[config.mk]
export PLATFORM = sky130hd
export DESIGN_NAME = proc_control
export DESIGN_NICKNAME = d
export VERILOG_FILES = /design/src/rtl/proc_pkg.sv /design/src/rtl/dec3to8.sv /design/src/rtl/proc_control.sv
export SDC_FILE = /design/constraint.sdc
export NUM_CORES = 1
export LEC_CHECK = 0
export BUFFER_PORTS_ARGS = -buffer_cell sky130_fd_sc_hd__buf_2
export CORE_UTILIZATION = 43
export CTS_CLUSTER_DIAMETER = 30
export DETAILED_ROUTE_END_ITERATION = 16
export PLACE_DENSITY_LB_ADDON = 0.08
export SYNTH_ARGS = -nofsm -noshare
export SYNTH_HDL_FRONTEND = slang
export SYNTH_SLANG_ARGS = --single-unit
[constraint.sdc]
create_clock -name Clock -period 1.41 [get_ports Clock]
set_input_delay 0.0705 -clock Clock [delete_from_list [all_inputs] [get_ports Clock]]
set_output_delay 0.0705 -clock Clock [all_outputs]
set_load 0.005 [all_outputs]
[src/rtl/proc_pkg.sv]
// Shared definitions for the 9-bit processor control unit: word width,
// instruction field positions, opcodes and the time-step encoding.
package proc_pkg;

    localparam int N = 9;

    // Instruction format III XXX YYY
    localparam int OP_MSB = 8;
    localparam int OP_LSB = 6;
    localparam int RX_MSB = 5;
    localparam int RX_LSB = 3;
    localparam int RY_MSB = 2;
    localparam int RY_LSB = 0;

    localparam logic [2:0] OP_MV  = 3'b000;
    localparam logic [2:0] OP_MVI = 3'b001;
    localparam logic [2:0] OP_ADD = 3'b010;
    localparam logic [2:0] OP_SUB = 3'b011;

    typedef enum logic [1:0] {
        T0 = 2'd0,
        T1 = 2'd1,
        T2 = 2'd2,
        T3 = 2'd3
    } tstep_e;

endpackage

[src/rtl/dec3to8.sv]
// 3-to-8 one-hot decoder with enable; output bit 0 corresponds to select 000.
module dec3to8 (
    input  logic       en,
    input  logic [2:0] sel,
    output logic [0:7] y
);

    // One-hot decode of sel, all zero while disabled
    always_comb begin
        y = 8'b0000_0000;
        if (en) begin
            y[sel] = 1'b1;
        end else begin
            y = 8'b0000_0000;
        end
    end

endmodule

[src/rtl/proc_control.sv]
// Multi-cycle control unit: latches the instruction word and sequences the
// shared-bus register, ALU and bus-driver strobes over time steps T0..T3.
module proc_control #(
    parameter int N = 9
) (
    input  logic         Clock,
    input  logic         Reset,
    input  logic         Run,
    input  logic [N-1:0] DIN,
    output logic         IRin,
    output logic [0:7]   Rin,
    output logic [0:7]   Rout,
    output logic         DINout,
    output logic         Gout,
    output logic         Ain,
    output logic         Gin,
    output logic         AddSub,
    output logic         Done,
    output logic [N-1:0] IR
);

    import proc_pkg::tstep_e;
    import proc_pkg::T0;
    import proc_pkg::T1;
    import proc_pkg::T2;
    import proc_pkg::T3;
    import proc_pkg::OP_MV;
    import proc_pkg::OP_MVI;
    import proc_pkg::OP_ADD;
    import proc_pkg::OP_SUB;
    import proc_pkg::OP_MSB;
    import proc_pkg::OP_LSB;
    import proc_pkg::RX_MSB;
    import proc_pkg::RX_LSB;
    import proc_pkg::RY_MSB;
    import proc_pkg::RY_LSB;

    tstep_e         tstep_r;
    tstep_e         tstep_nxt_s;
    logic [N-1:0]   ir_r;
    logic [2:0]     opcode_s;
    logic           is_arith_s;
    logic           x_en_s;
    logic           y_en_s;
    logic [0:7]     x_dec_s;
    logic [0:7]     y_dec_s;

    assign opcode_s   = ir_r[OP_MSB:OP_LSB];
    assign is_arith_s = (opcode_s == OP_ADD) || (opcode_s == OP_SUB);
    assign IR         = ir_r;

    // Opcodes 000..011 all touch Rx in T1; reserved opcodes have bit 2 set
    assign x_en_s = !Reset && (((tstep_r == T1) && (opcode_s[2] == 1'b0)) ||
                               ((tstep_r == T3) && is_arith_s));
    assign y_en_s = !Reset && (((tstep_r == T1) && (opcode_s == OP_MV)) ||
                               ((tstep_r == T2) && is_arith_s));

    dec3to8 u_dec_x (
        .en  (x_en_s),
        .sel (ir_r[RX_MSB:RX_LSB]),
        .y   (x_dec_s)
    );

    dec3to8 u_dec_y (
        .en  (y_en_s),
        .sel (ir_r[RY_MSB:RY_LSB]),
        .y   (y_dec_s)
    );

    // Time-step register and instruction register
    always_ff @(posedge Clock) begin
        if (Reset) begin
            tstep_r <= T0;
            ir_r    <= '0;
        end else begin
            tstep_r <= tstep_nxt_s;
            if ((tstep_r == T0) && Run) begin
                ir_r <= DIN;
            end else begin
                ir_r <= ir_r;
            end
        end
    end

    // Next-step and strobe decode; Reset forces every strobe low
    always_comb begin
        tstep_nxt_s = tstep_r;
        IRin        = 1'b0;
        Rin         = 8'b0000_0000;
        Rout        = 8'b0000_0000;
        DINout      = 1'b0;
        Gout        = 1'b0;
        Ain         = 1'b0;
        Gin         = 1'b0;
        AddSub      = 1'b0;
        Done        = 1'b0;
        if (Reset) begin
            tstep_nxt_s = T0;
        end else begin
            case (tstep_r)
                T0: begin
                    IRin = Run;
                    if (Run) begin
                        tstep_nxt_s = T1;
                    end else begin
                        tstep_nxt_s = T0;
                    end
                end
                T1: begin
                    tstep_nxt_s = T0;
                    case (opcode_s)
                        OP_MV: begin
                            Rout = y_dec_s;
                            Rin  = x_dec_s;
                            Done = 1'b1;
                        end
                        OP_MVI: begin
                            DINout = 1'b1;
                            Rin    = x_dec_s;
                            Done   = 1'b1;
                        end
                        OP_ADD, OP_SUB: begin
                            Rout        = x_dec_s;
                            Ain         = 1'b1;
                            tstep_nxt_s = T2;
                        end
                        default: begin
                            Done = 1'b1;
                        end
                    endcase
                end
                T2: begin
                    if (is_arith_s) begin
                        Rout        = y_dec_s;
                        Gin         = 1'b1;
                        AddSub      = opcode_s[0];
                        tstep_nxt_s = T3;
                    end else begin
                        tstep_nxt_s = T0;
                    end
                end
                T3: begin
                    tstep_nxt_s = T0;
                    if (is_arith_s) begin
                        Gout = 1'b1;
                        Rin  = x_dec_s;
                        Done = 1'b1;
                    end else begin
                        Done = 1'b0;
                    end
                end
                default: begin
                    tstep_nxt_s = T0;
                end
            endcase
        end
    end

endmodule

## After elaboration in Yosys (flattened, before gate mapping)

Index checks and enable logic that the tools add are counted.

| operators by class | value |
|---|---|
| $lt $le $gt $ge | 4 |
| reductions and logical operators | 17 |
| div/mod/pow operators | 0 |
| shift-type cells | 0 |
| muxes and demuxes | 37 |
| equal/unequal tests | 6 |
| add/subtract/negate cells | 0 |
| multipliers | 0 |
| bitwise logic cells | 3 |

Operator list:

| kind | number |
|---|---|
| 8-bit 2-to-1 mux | 7 |
| 8-bit case mux with 2 select lines | 3 |
| 1-bit 2-to-1 mux | 21 |
| 1-bit logical AND | 9 |
| 4-bit greater-or-equal comparator, second input constant | 2 |
| 4-bit by 1-bit < comparator with 1-bit output, second input constant | 2 |
| 3-bit NOT with 4-bit output | 2 |
| 2-bit case mux with 4 select lines | 1 |
| 1-bit demux with 3-bit select | 2 |
| 3-bit by 2-bit == test with 1-bit output, second input constant | 2 |
| 2-bit == test, second input constant | 2 |
| 2-bit 2-to-1 mux | 2 |
| 2-bit OR reduction | 2 |
| 3-bit by 1-bit == test with 1-bit output, second input constant | 1 |
| 3-bit zero test | 1 |
| 1-bit logical OR | 3 |
| 2-bit by 1-bit == test with 1-bit output, second input constant | 1 |
| 2-bit zero test | 1 |
| 1-bit case mux with 2 select lines | 1 |
| 1-bit zero test | 1 |
| 1-bit NOT | 1 |

| word-level totals | value |
|---|---|
| memories kept | 0 |
| output and inout port bits | 32 |
| latch bits | 0 |
| memory bits (writable) | 0 |
| word-level logic and storage cells | 69 |
| register bits after elaboration | 11 |
| bits in read-only memories | 0 |
| input bits | 12 |

## Logic depth before layout (Yosys ltp)

| depth | value |
|---|---|
| depth in word-level cells | 9 |
| mapped depth | 6 |
| gate-level depth less buffers | 5 |

## By module

From an unflattened synthesis, not the netlist that was laid out.

| second synthesis, totals | value |
|---|---|
| cells, all modules | 111 |
| area, all modules | 958.4 um^2 |

Modules (own cells, without submodules):

| module | cells each | seq. area each (um^2) | area an instance (um^2) | instances |
|---|---|---|---|---|
| proc_control | 95 | 220.2 | 765.7 | 1 |
| dec3to8 | 8 | 0.0 | 96.3 | 2 |

## Worst setup path before layout

OpenSTA, ideal clock, no wires.

| timing path | value |
|---|---|
| path type | register to output |
| start point | register tstep_r[0] |
| end point | output port Rout[3] in the netlist's numbering |
| data required time | 1.340 ns |
| arrival | 1.324 ns |
| cell stages (with the launch flop) | 6 |
| slack | 0.016 ns |
| buffers on the path | 0 |
| cell sequence | dfxtp_1 inv_1 ha_1 and2b_1 nand3b_1 o32ai_1 |

| between the ends | value |
|---|---|
| cells in the longest elaborated chain, start to end | 8 |
| elaborated cells on any way between the ends | 17 |
| those cells by class | eq/ne: 3; mux: 6; reduce/logical: 8 |

RTL lines:

| item | line | text |
|---|---|---|
| start: declaration | proc_control.sv:38 | `tstep_e tstep_r;` |
| start signal: assignment | proc_control.sv:76 | `tstep_r <= tstep_nxt_s;` |
| 2-bit by 1-bit == test with 1-bit output, or another cell as far along | proc_control.sv:53, proc_control.sv:55, proc_control.sv:100 |  |
| 1-bit logical AND, on equally long branches | - |  |
| 1-bit logical OR, on equally long branches | proc_control.sv:53, proc_control.sv:55 |  |
| 1-bit logical AND, on equally long branches | proc_control.sv:53, proc_control.sv:55 |  |
| 8-bit 2-to-1 mux | dec3to8.sv:11 | `if (en) begin` |
| 8-bit case mux with 2 select lines or 8-bit 2-to-1 mux (tied branches) | proc_control.sv:111, proc_control.sv:133 |  |
| 8-bit case mux with 2 select lines * | proc_control.sv:100 | `case (tstep_r)` |
| 8-bit 2-to-1 mux * | proc_control.sv:97 | `if (Reset) begin` |
| end: declaration | proc_control.sv:12 | `output logic [0:7] Rout,` |

Every way passes the cells marked *; elsewhere a longest branch is shown, timed or not.

## Final worst setup path

| timing path | value |
|---|---|
| start point | register tstep_r[0] |
| end point | output port Rout[7] in the netlist's numbering |

The elaborated chain is that of the path after synthesis.

==> results.toml <==
[setup_path]
crit_buf_inv = 2
critPathLaunchType = "flip-flop"
cp_max_fo = 5
critPathMaxStageDelay_ns = 0.33
cp_top_family = "compound AO/OA/AOI/OAI gates"
cp.depth = 6
r2r_cells = 5
slowest_stage = "dfxtp_2"
timing.critical_path.cells = "buf_6 > ha_4 > nor3b_4 > o211ai_1 > o22ai_1 > buf_2"
cp.required_ns = 1.34
crit_path_end_kind = "output pin"
critPathKind = "flip-flop to output pin"
crit_arrival_ns = 1.58

[clock_tree]
h-tree-depth = 1
root_buffer = "clkbuf_4"
clk_latency_ns = 0.26
hold_buffers = 0
clkSlewWorstSetupHoldPaths_ns = 0.06
cts_buffers = 3
clockBufferDepth = 2
cts.sinks = 11
cts_tree = "built"

[synthesis]
synthTopCellsByCount = "23 x nand2_1, 14 x nor2_1, 11 x dfxtp_1, 10 x a21oi_1, 7 x o22ai_1"
synth_area_leaders = "dfxtp_1 28%, nand2_1 11%, ha_1 8.0%"
synthesis.area_sq_um = 786
synth-main-ff-cell = "dfxtp_1"
synth_edf_count = 0
yosysWarnings = 0
yosysSeqAreaShare = 0.280
synth_nets = 121
syn_avg_cell_area_sq_um = 7.56
synth.distinct_cells = 28
synth.top_cell.area_share = 0.280
async_reset_ff_frac = 0
yosysMostFrequentCell = "nand2_1"
synth_area_leader_cell = "dfxtp_1"
synth_cells = 104
ys_ff_latch = 11

[routing]
drt-pass1-iter-count = 4
vias = 903
detail-route-antenna-nets = 0
wl_per_cell_microns = 11.3
routed_wirelength_microns = 2010
via_per_inst = 5.04
drt_iter0_markers = 15
drt_drc_violations_left = 0

[power]
power.density_mw_per_mm2 = 611
switching_share = 0.290
ir_drop_mv = 0.664
combPwrFrac = 0.221
p_leak_nw = 0.574
p_int_mw = 0.513
clkPwrFrac = 0.290
p_seq_frac = 0.489
p_sw_mw = 0.209

[floorplanning]
coreArea_sq_mm = 0.00173
num_rows = 15
die_x_microns = 44.7
die_area_sq_mm = 0.00200
die_h_microns = 44.7
ios = 44
initial_core_util = 0.455

[cells_and_area]
drive_above_1_share = 0.487
fin_cells = 179
area_delta_synth_final_pct = 50.3
regArea_sq_um = 230
multi_input_area_sq_um = 616
n_antenna_cell = 0
fillers = 166
nNetsFinal = 172

[timing]
slew_viol_final = 0
period_share = 1.17
tns_ns = -2.82
skew_ns = 0.00490
hold_viol_final = 0
period_minus_slack_ns = 1.65
timing.fmax_mhz = 606
whs_ns = 0.0364
layout_setup_ws_ns = -0.239
rsz0062_at_grt = "true"
worstMarginPinSlew_ns = 0.415
relSlewSlack = 0.722
setup_violations = 16

[worst_hold_path]
hp-class = "input pin to flip-flop"
holdPathStages = 3

[outcome]
status = "finished with violations"
violations = "setup timing"

[place]
placedCellCount = 173
routabilityCongestion = 0.785
dp_hpwl_microns = 1510
portBuffers = 43

[global_route]
first_global_vias = 702
grt_max_degree = 18
grt_remaining_overflow = 0
grtUsageTotal = 0.202
grt_pass1_wl_microns = 3040
antenna_found_initial = 0

[run]
maxCapViolCount = 0
==> final timing paths <==
path,start,to,slack (ns)
setup reg to reg,tstep_r[1],IR[6],0.24
hold / removal,DIN[8],IR[8],0.04
setup / recovery,tstep_r[0],Rout[7],-0.24
hold reg to reg,IR[8],IR[8],0.51
==> logic make-up after synthesis <==
| kind of cell | Yosys count | share of synthesized area |
|---|---|---|
| buf+inv | 5 | 0.0334 |
| simple gates | 61 | 0.433 |
| flops | 11 | 0.280 |
| mux | 2 | 0.0271 |
| fa+ha+maj | 5 | 0.0796 |
| compound gates | 20 | 0.146 |
==> worst register-to-register path, cell delays in order (launching register included) <==
cell	delay, ns
dfxtp_4	0.36
inv_4	0.08
ha_4	0.14
and2_1	0.30
nand2_1	0.10
a21oi_1	0.13
==> metal layers <==
| metal | vias up | part of all wire | track usage |
|---|---|---|---|
| met4 | 0 | 0.0025 | 0.0727 |
| met5 | - | 0 | 0 |
| li1 | 463 | - | - |
| met2 | 33 | 0.46 | 0.329 |
| met1 | 405 | 0.49 | 0.276 |
| met3 | 2 | 0.047 | 0.0240 |
==> power by group through the flow <==
stage | clock (mW) | combinational, mW | sequential (mW)
floorplan | 0 | 0.0858 | 0.355
global placement | 0 | 0.135 | 0.358
detailed placement | 0 | 0.138 | 0.359
CTS | 0.214 | 0.153 | 0.354
global route | 0.230 | 0.178 | 0.356
finish | 0.209 | 0.159 | 0.353
==> area by class of cell <==
| cell class | count | share of cell area |
|---|---|---|
| Inverter | 2 | 0.00847 |
| Sequential cell | 11 | 0.195 |
| Clock buffer | 4 | 0.0222 |
| Multi-Input combinational cell | 88 | 0.521 |
| Timing Repair Buffer | 49 | 0.227 |
| Tap cell | 25 | 0.0265 |
==> flip-flops by register name (all words and copies together), names as in the netlist <==
name,count
IR,9
tstep_r,2
==> stage by stage <==
stage                util  total power, mW  worst slack, ns  area, sq um
floorplan               -            0.441           0.0157          786
global placement    0.604            0.493          -0.0185         1040
detailed placement  0.604            0.497          -0.0458         1040
CTS                 0.670            0.720           -0.222         1160
global route        0.684            0.764           -0.296         1180
finish              0.684            0.722           -0.239         1180
==> placed cells by master (no fill, tap or decap), types with 2 or more instances in the layout <==
| cell type | netlist | layout |
|---|---|---|
| dfxtp_4 | 0 | 2 |
| buf_4 | 0 | 4 |
| buf_6 | 1 | 2 |
| o22ai_1 | 7 | 7 |
| nor2_1 | 14 | 13 |
| a21oi_1 | 10 | 10 |
| nand3b_1 | 4 | 4 |
| dfxtp_2 | 0 | 2 |
| nand2b_1 | 2 | 2 |
| and2_1 | 4 | 3 |
| clkbuf_4 | 0 | 3 |
| nand3_4 | 1 | 2 |
| nand2_1 | 23 | 22 |
| buf_2 | 0 | 43 |
| ha_4 | 0 | 2 |
| dfxtp_1 | 11 | 7 |
| and2b_1 | 3 | 3 |
| ha_2 | 0 | 2 |
==> what timing repair did <==
action,4_1_cts,5_1_grt
cloned,0,0
setup endpoints to repair,22,21
pin swaps,10,5
gates resized for setup,20,6
buffers inserted,2,1
Power figures use the tool's default switching activity.
